===== src/rtl/midi_pkg.sv =====
// Shared types and default sizes for the MIDI serial-channel bus arbiter.
package midi_pkg;

  localparam int MIDI_NCH = 4;
  localparam int MIDI_DW  = 8;
  localparam int MIDI_CW  = $clog2(MIDI_NCH);

  typedef enum logic [1:0] {
    IDLE    = 2'd0,
    READ    = 2'd1,
    CAPTURE = 2'd2,
    WRITE   = 2'd3
  } midi_state_t;

  // Downstream FIFO word: source channel in the upper bits, byte below.
  typedef struct packed {
    logic [MIDI_CW-1:0] chan;
    logic [MIDI_DW-1:0] data;
  } fifo_word_t;

  function automatic fifo_word_t make_word(input logic [MIDI_CW-1:0] chan,
                                           input logic [MIDI_DW-1:0] data);
    fifo_word_t w;
    w.chan = chan;
    w.data = data;
    return w;
  endfunction

endpackage


===== src/rtl/midi_bus_arbiter_if.sv =====
// Channel-side and FIFO-side signals of the arbiter; master = arbiter, slave = environment.
interface midi_bus_arbiter_if #(
  parameter int NCH = 4,
  parameter int DW  = 8,
  parameter int CW  = $clog2(NCH)
);
  logic [NCH-1:0]   irq;
  logic [NCH-1:0]   ch_en;
  logic             rr_mode;
  logic [NCH-1:0]   bus_rd;
  logic [CW-1:0]    addr;
  logic [DW-1:0]    bus_data;
  logic             fifo_full;
  logic             fifo_wr;
  logic [CW+DW-1:0] fifo_data;
  logic             busy;

  modport master (
    input  irq, ch_en, rr_mode, bus_data, fifo_full,
    output bus_rd, addr, fifo_wr, fifo_data, busy
  );

  modport slave (
    output irq, ch_en, rr_mode, bus_data, fifo_full,
    input  bus_rd, addr, fifo_wr, fifo_data, busy
  );
endinterface


===== src/rtl/rr_pick.sv =====
// Combinational grant picker: lowest set request (fixed) or first set request after ptr (round robin).
module rr_pick
  import midi_pkg::*;
#(
  parameter int NCH = MIDI_NCH,
  parameter int CW  = $clog2(NCH)
) (
  input  logic [NCH-1:0] req,
  input  logic [CW-1:0]  ptr,
  input  logic           rr_mode,
  output logic [CW-1:0]  grant,
  output logic           valid
);

  int idx;

  // Both scans run from the far end so the nearest candidate is the last one written.
  always_comb begin
    grant = '0;
    valid = |req;
    idx   = 0;
    if (!rr_mode) begin
      for (int i = NCH - 1; i >= 0; i--) begin
        if (req[i]) grant = CW'(i);
      end
    end else begin
      for (int i = NCH; i >= 1; i--) begin
        idx = (int'(ptr) + i) % NCH;
        if (req[idx]) grant = CW'(idx);
      end
    end
  end

endmodule


===== src/rtl/midi_bus_arbiter.sv =====
// Arbitrates NCH byte-available channels, reads one byte per grant and forwards {chan, byte} to a FIFO.
// One transfer in flight; a full FIFO stalls in WRITE with the word held.
module midi_bus_arbiter
  import midi_pkg::*;
#(
  parameter int NCH = MIDI_NCH,
  parameter int DW  = MIDI_DW,
  parameter int CW  = $clog2(NCH)
) (
  input  logic                 clk,
  input  logic                 reset_n,
  midi_bus_arbiter_if.master   bus
);

  midi_state_t       state;
  logic [CW-1:0]     ptr;
  logic [CW-1:0]     grant;
  logic [NCH-1:0]    rd_strobe;
  logic              wr_strobe;
  logic [CW+DW-1:0]  word;
  logic              busy_r;

  logic [NCH-1:0]    req;
  logic [CW-1:0]     pick;
  logic              pick_vld;

  assign req = bus.irq & bus.ch_en;

  rr_pick #(
    .NCH (NCH),
    .CW  (CW)
  ) u_pick (
    .req     (req),
    .ptr     (ptr),
    .rr_mode (bus.rr_mode),
    .grant   (pick),
    .valid   (pick_vld)
  );

  // fifo_wr is registered: it is raised on the edge that enters (or stays in)
  // WRITE with room downstream, so it is high for the last WRITE cycle only.
  always_ff @(posedge clk or negedge reset_n) begin
    if (!reset_n) begin
      state     <= IDLE;
      ptr       <= CW'(NCH - 1);
      grant     <= '0;
      rd_strobe <= '0;
      wr_strobe <= 1'b0;
      word      <= '0;
      busy_r    <= 1'b0;
    end else begin
      rd_strobe <= '0;
      case (state)
        IDLE: begin
          if (pick_vld) begin
            grant     <= pick;
            ptr       <= pick;
            rd_strobe <= NCH'(1) << pick;
            busy_r    <= 1'b1;
            state     <= READ;
          end
        end
        READ: begin
          state <= CAPTURE;
        end
        CAPTURE: begin
          word      <= {grant, bus.bus_data};
          wr_strobe <= !bus.fifo_full;
          state     <= WRITE;
        end
        WRITE: begin
          if (wr_strobe) begin
            wr_strobe <= 1'b0;
            busy_r    <= 1'b0;
            state     <= IDLE;
          end else if (!bus.fifo_full) begin
            wr_strobe <= 1'b1;
          end
        end
        default: begin
          state <= IDLE;
        end
      endcase
    end
  end

  assign bus.bus_rd    = rd_strobe;
  assign bus.addr      = grant;
  assign bus.fifo_wr   = wr_strobe;
  assign bus.fifo_data = word;
  assign bus.busy      = busy_r;

endmodule


===== src/flat_wrapper.sv =====
// flat-port wrapper written by rule: the top's interface ports become plain ports
module midi_bus_arbiter_flat import midi_pkg::*;
#(
  parameter int NCH = MIDI_NCH,
  parameter int DW  = MIDI_DW,
  parameter int CW  = $clog2(NCH)
)
  (clk, reset_n, bus_irq, bus_ch_en, bus_rr_mode, bus_bus_data, bus_fifo_full, bus_bus_rd, bus_addr, bus_fifo_wr, bus_fifo_data, bus_busy);
  midi_bus_arbiter_if #(.NCH(NCH), .DW(DW), .CW(CW)) bus_i ();
  input  logic clk;
  input  logic reset_n;
  input wire logic [$bits(bus_i.irq)-1:0] bus_irq;
  input wire logic [$bits(bus_i.ch_en)-1:0] bus_ch_en;
  input wire logic [$bits(bus_i.rr_mode)-1:0] bus_rr_mode;
  input wire logic [$bits(bus_i.bus_data)-1:0] bus_bus_data;
  input wire logic [$bits(bus_i.fifo_full)-1:0] bus_fifo_full;
  output wire logic [$bits(bus_i.bus_rd)-1:0] bus_bus_rd;
  output wire logic [$bits(bus_i.addr)-1:0] bus_addr;
  output wire logic [$bits(bus_i.fifo_wr)-1:0] bus_fifo_wr;
  output wire logic [$bits(bus_i.fifo_data)-1:0] bus_fifo_data;
  output wire logic [$bits(bus_i.busy)-1:0] bus_busy;
  assign bus_i.irq = bus_irq;
  assign bus_i.ch_en = bus_ch_en;
  assign bus_i.rr_mode = bus_rr_mode;
  assign bus_i.bus_data = bus_bus_data;
  assign bus_i.fifo_full = bus_fifo_full;
  assign bus_bus_rd = bus_i.bus_rd;
  assign bus_addr = bus_i.addr;
  assign bus_fifo_wr = bus_i.fifo_wr;
  assign bus_fifo_data = bus_i.fifo_data;
  assign bus_busy = bus_i.busy;
  midi_bus_arbiter #(.NCH(NCH), .DW(DW), .CW(CW)) u_core (.clk(clk), .reset_n(reset_n), .bus(bus_i));
endmodule

===== config.mk =====
export PLATFORM = sky130hd
export DESIGN_NAME = midi_bus_arbiter_flat
export DESIGN_NICKNAME = d
export VERILOG_FILES = /design/src/rtl/midi_pkg.sv /design/src/rtl/midi_bus_arbiter_if.sv /design/src/rtl/rr_pick.sv /design/src/rtl/midi_bus_arbiter.sv /design/src/flat_wrapper.sv
export SDC_FILE = /design/constraint.sdc
export NUM_CORES = 1
export LEC_CHECK = 0
export CAP_MARGIN = 10
export CORE_MARGIN = 3
export CORE_UTILIZATION = 45
export DETAILED_ROUTE_END_ITERATION = 10
export PLACE_DENSITY = 0.82
export SYNTH_ARGS = -nofsm -noshare
export SYNTH_HDL_FRONTEND = slang
export SYNTH_SLANG_ARGS = --single-unit
export TNS_END_PERCENT = 20

===== constraint.sdc =====
create_clock -name clk -period 1.75 [get_ports clk]
set_input_delay 0.35 -clock clk [delete_from_list [all_inputs] [get_ports clk]]
set_output_delay 0.35 -clock clk [all_outputs]
set_load 0.1 [all_outputs]

Word-level counts from Yosys, hierarchy flattened
Cells that the tools add are included.
{ "classes": {"order_cmp": 4, "n_eq_ne": 5, "addsub": 4, "bitwise": 5, "mux": 32, "n_shift": 1, "n_reduce_logical": 12, "multipliers": 0, "div_mod_pow": 0} }
{ "ops": {"columns": ["cell", "count"], "rows": [
  ["2-to-1 mux 2 bit", 11],
  ["less-than comparator 3 x 4 -> 1 bit, second input constant", 4],
  ["2-to-1 mux 1 bit", 12],
  ["binary-select mux 1 bit (select 2 bit)", 4],
  ["2-to-1 mux 4 bit", 2],
  ["one-hot mux 2 bit (4 select lines)", 1],
  ["OR reduction 2 bit", 4],
  ["adder 2 x 1 -> 2 bit, second input constant", 2],
  ["adder 2 bit, second input constant", 2],
  ["bitwise AND 1 bit, first input constant", 4],
  ["bitwise AND 4 bit", 1],
  ["equality test 2 bit, second input constant", 2],
  ["!= test 2 x 1 -> 1 bit, second input constant", 2],
  ["one-hot mux 1 bit (2 select lines)", 2],
  ["AND reduction 2 bit", 2],
  ["nonzero test 2 bit", 2],
  ["OR reduction 4 bit", 1],
  ["left shift 1 x 2 -> 4 bit, first input constant", 1],
  ["AND reduction 3 bit", 1],
  ["equality test 2 x 1 -> 1 bit, second input constant", 1],
  ["zero test 2 bit", 1],
  ["zero test 1 bit", 1]
]} }
{ "totals": {"latch_bits": 0, "word_cells": 70, "mem_count": 0, "rom_bits": 0, "ff_bits": 22, "output_inout_bits": 18, "ram_bits": 0, "inputBits": 20} }

Logic depth before layout (Yosys ltp)
{ "logic_depth": {"depth_word": 14, "ltp_mapped": 7} }

Hierarchy
From an unflattened synthesis, not the netlist that was laid out.
{ "hier_totals": {"hier_cells": 86, "area_unflattened_um2": 1024.7} }
{ "modules_own_cells": {"columns": ["module", "area_each_um2", "cells_per_inst", "instances"], "rows": [
  ["midi_bus_arbiter", 927.1, 71, 1],
  ["rr_pick", 97.6, 15, 1]
]} }

Worst setup path after synthesis
OpenSTA, ideal clock, no wires.
{ "synth_path": {"path_type": "register -> register", "start": "register u_core.wr_strobe (netlist: u_core.bus.fifo_wr)", "end": "register u_core.state[0]", "synth_period_minus_slack_ns": 1.524, "required_ns": 1.667, "setup_time_ns": 0.083, "slack_ns": 0.226, "arrival_ns": 1.441, "stages_incl_launch_ff": 5, "path_cell_list": "dfrtp_1 nor2b_1 a21oi_1 o21ai_0 o21ai_0"} }
{ "synth_between": {"elab_chain_cells": 2} }
{ "synth_rtl": {"columns": ["item", "line_no", "rtl"], "rows": [
  ["start, declared", "midi_bus_arbiter.sv:19", "logic wr_strobe;"],
  ["start signal, assigned", "midi_bus_arbiter.sv:68", "wr_strobe <= !bus.fifo_full;"],
  ["!= test 2 x 1 -> 1 bit (no line)", null, null],
  ["AND reduction 2 bit (no line)", null, null],
  ["end signal, assigned", "midi_bus_arbiter.sv:44", "state <= IDLE;"],
  ["end signal, assigned", "midi_bus_arbiter.sv:60", "state <= READ;"],
  ["end signal, assigned", "midi_bus_arbiter.sv:64", "state <= CAPTURE;"],
  ["end, declared", "midi_bus_arbiter.sv:15", "midi_state_t state;"]
]} }
No other way between the ends.
A chain may end at the register's enable or synchronous reset.

Worst setup path after layout
{ "layout_path": {"start": "register u_core.ptr[1]", "end": "register u_core.rd_strobe[2] (netlist: u_core.bus.bus_rd[2])"} }
{ "layout_between": {"elab_chain_cells": 12} }
{ "layout_rtl": {"columns": ["item", "line_no", "rtl"], "rows": [
  ["start, declared", "midi_bus_arbiter.sv:16", "logic [CW-1:0] ptr;"],
  ["start signal, assigned", "midi_bus_arbiter.sv:45", "ptr <= CW'(NCH - 1);"],
  ["start signal, assigned", "midi_bus_arbiter.sv:57", "ptr <= pick;"],
  ["adder 2 x 1 -> 2 bit", "rr_pick.sv:28", "idx = (int'(ptr) + i) % NCH;"],
  ["binary-select mux 1 bit (select 2 bit)", "rr_pick.sv:29", "if (req[idx]) grant = CW'(idx);"],
  ["2-to-1 mux 1 bit (implied by the code) (2 in a row)", "rr_pick.sv:29", null],
  ["2-to-1 mux 2 bit (3 in a row)", "rr_pick.sv:29", null],
  ["2-to-1 mux 2 bit *", "rr_pick.sv:29", null],
  ["2-to-1 mux 2 bit *", "rr_pick.sv:22", "if (!rr_mode) begin"],
  ["left shift 1 x 2 -> 4 bit *", "midi_bus_arbiter.sv:58", "rd_strobe <= NCH'(1) << pick;"],
  ["2-to-1 mux 4 bit *", "midi_bus_arbiter.sv:55", "if (pick_vld) begin"],
  ["2-to-1 mux 4 bit *", "midi_bus_arbiter.sv:53", "case (state)"],
  ["end signal, assigned", "midi_bus_arbiter.sv:58", null],
  ["end, declared", "midi_bus_arbiter.sv:18", "logic [NCH-1:0] rd_strobe;"]
]} }
Every way passes the cells marked *; elsewhere a longest branch is shown, timed or not. The select of a mux whose other input is x is not followed.

==> impl_metrics.yaml <==
run_status:
  status: "finished, final reports clean"
routing:
  drt-total-wl_um: 2870
  vias_per_cell: 5.63
  first_pass_iters: 4
  drt_iter0_drc: 37
  ant_nets: 0
  wl_per_cell_um: 15.8
  vias: 1024
  route.detailed.drc: 0
floorplanning:
  die_x_um: 56.3
  start_util_pct: 49.6
  dieHeight_um: 56.3
  die_area_mm2: 0.00317
  fp-row-count: 17
  io_pins: 38
  core_area_mm2: 0.00230
clock_tree:
  post_cts_buffers: 0
  path_clk_slew_ns: 0.12
  root_buffer: "clkbuf_4"
  cts_resized: 0
  clock_latency_ns: 0.30
  cts_tree: "yes"
  cts_buffers: 3
  numClockSinks: 22
  clk_path_buf_depth: 2
  cts_hold_buf: 0
  htreeDepth: 1
global_routing:
  grtUsageTotal_pct: 19.5
  grt_pass1_wl_um: 4930
  antenna_found_initial: 0
  grt_start_max_net_pins: 16
  grt_pass1_vias: 1072
  grt_overflow: 0
sta:
  tightest_slew_ns: 0.378
  finalClockSkew_ns: 0.00192
  max_slew_margin_pct: 74.7
  slew_violations: 0
  min_period_ns: 1.60
  hold_violations: 0
  fin_crit_sh_pct: 91.5
  setup_violations: 0
  fmax_mhz: 624
  rsz0062_at_grt: "false"
layout:
  area_growth_pct: 61.5
  n_antenna_cell: 0
  nets: 179
  regArea_um2: 553
  drive_above_1_share_pct: 33.1
  final_core_util_pct: 80.1
  multi_input_area_um2: 559
  fill_cells: 129
setup_path:
  critPathRequiredTime_ns: 2.00
  worstPathMaxFanout: 8
  regToRegStartpoint: "u_core.ptr[1]"
  end_kind: "flop"
  crit_type: "reg -> reg"
  startpoint: "u_core.ptr[1]"
  cp.arrival_ns: 1.85
  critPathLaunchType: "flop"
yosys:
  synth_compound_area_share_pct: 19.8
  synthesis.area_mm2: 0.00114
  synth_cell_types: 34
  synthMuxAreaShare_pct: 10.8
  netlist_instances: 106
  synth_xor_xnor_area_share_pct: 0
  ys_warn_count: 0
  yosys.area_share.simple_pct: 14.2
  yosys.area_share.adder_pct: 4.39
  synth_top_family_by_area: "compound AO/OA/AOI/OAI gates"
  synth_seq_cells: 22
  synth_nets: 130
  syn_area_per_cell_um2: 10.8
  ys_seq_area_share_pct: 48.5
hold_path:
  hp-class: "in -> async"
placed_design:
  place_congestion: 0.908
  dp_hpwl_um: 2250
  port_buffers: 37
job:
  maxCapViolCount: 0
==> per-stage QoR <==
step / instance area [um2] / std cells / setup WS (ns) / TNS (ns) / hold slack, ns
3_3_place_gp: 1790 / 178 / -0.0709 / -0.268 / 0.532
2_1_floorplan: 1140 / 106 / 0.226 / 0 / 0.0544
3_5_place_dp: 1790 / 178 / -0.111 / -0.664 / 0.550
6_report: 1840 / 182 / 0.148 / 0 / 0.310
4_1_cts: 1840 / 182 / 0.155 / 0 / 0.305
5_1_grt: 1840 / 182 / 0.0540 / 0 / 0.317
==> registers in the layout, summed over array words and instances, names as in the netlist <==
signal,flops
u_core.bus.fifo_data,10
u_core.bus.busy,1
u_core.bus.fifo_wr,1
u_core.bus.addr,2
u_core.bus.bus_rd,4
u_core.ptr,2
u_core.state,2
==> worst paths after layout <==
check	slack, ns	end	depth (start not counted)
setup / recovery	0.15	u_core.bus.bus_rd[2]	5
max in group asynchronous	0.92	u_core.state[1]	2
hold / removal	0.31	u_core.bus.addr[0]	1
hold reg to reg	0.58	u_core.ptr[0]	1
min in group clk	0.58	u_core.ptr[0]	1
setup reg to reg	0.15	u_core.bus.bus_rd[2]	5
==> routing by layer <==
metal	wire (um)	track usage, %
met4	34	6.78
met1	1160	25.2
met2	1500	33.1
met5	0	0
met3	183	3.22
==> cell type report <==
| class | instances | area share (%) |
|---|---|---|
| Tap cell | 28 | 1.90 |
| Clock inverter | 1 | 1.63 |
| Inverter | 2 | 0.408 |
| Timing Repair Buffer | 48 | 34.4 |
| Clock buffer | 3 | 1.22 |
| Multi-Input combinational cell | 78 | 30.4 |
| Sequential cell | 22 | 30.0 |
==> cell usage after synthesis <==
| master | n | area, um2 |
|---|---|---|
| ha_1 | 4 | 50.1 |
| clkbuf_1 | 1 | 3.75 |
| nand3_1 | 2 | 10.0 |
| a22o_1 | 2 | 17.5 |
| or2_1 | 1 | 6.26 |
| o2bb2ai_1 | 1 | 8.76 |
| and2_4 | 2 | 17.5 |
| nand3_2 | 1 | 10.0 |
| a21oi_1 | 5 | 25.0 |
| a221oi_1 | 1 | 8.76 |
| o21ai_0 | 7 | 35.0 |
| a21boi_0 | 1 | 7.51 |
| nand2b_1 | 2 | 12.5 |
| a211oi_2 | 1 | 12.5 |
| nor2_1 | 3 | 11.3 |
| o221a_1 | 1 | 11.3 |
| nor2b_1 | 3 | 18.8 |
| a2bb2oi_2 | 1 | 15.0 |
| o21a_1 | 3 | 22.5 |
| mux2_2 | 10 | 113 |
| buf_2 | 1 | 5.00 |
| a41o_2 | 1 | 11.3 |
| o22ai_1 | 1 | 6.26 |
| buf_1 | 1 | 3.75 |
| mux2i_1 | 1 | 10.0 |
| dfrtp_1 | 20 | 500 |
| and2_1 | 3 | 18.8 |
| buf_4 | 1 | 7.51 |
| o32a_1 | 1 | 10.0 |
| a21o_1 | 2 | 15.0 |
| inv_1 | 2 | 7.51 |
| dfstp_2 | 2 | 52.6 |
| a31oi_1 | 3 | 18.8 |
| nand2_1 | 15 | 56.3 |
==> logic make-up after synthesis <==
family	count (synthesis)
simple gates	32
compound gates	31
flops	22
mux	11
buf+inv	6
fa+ha+maj	4
==> worst max-delay path, cell delays in order, from the launching register on <==
cell and delay [ns]:
dfstp_2 0.63, nand3_1 0.12, mux2i_1 0.17, a21oi_1 0.09, a211oi_2 0.35, nor2b_1 0.18
==> layout by cell type, fill, tap and decap left out <==
master / n
a211oi_2: 1
a21boi_0: 1
a21o_1: 2
a21oi_1: 5
a221oi_1: 1
a22o_1: 2
a2bb2oi_2: 1
a31oi_1: 3
a41o_2: 1
and2_1: 3
and2_4: 2
buf_12: 18
buf_4: 11
bufinv_16: 1
clkbuf_4: 3
clkdlybuf4s50_1: 19
dfrtp_1: 20
dfstp_2: 2
ha_1: 4
inv_1: 2
mux2_2: 10
mux2i_1: 1
nand2_1: 15
nand2b_1: 2
nand3_1: 2
nand3_2: 1
nor2_1: 3
nor2b_1: 3
o21a_1: 3
o21ai_0: 7
o221a_1: 1
o22ai_1: 1
o2bb2ai_1: 1
o32a_1: 1
or2_1: 1
Power is not shown: default switching activity piles up to over one toggle a cycle in this logic, so the estimate is an artifact.
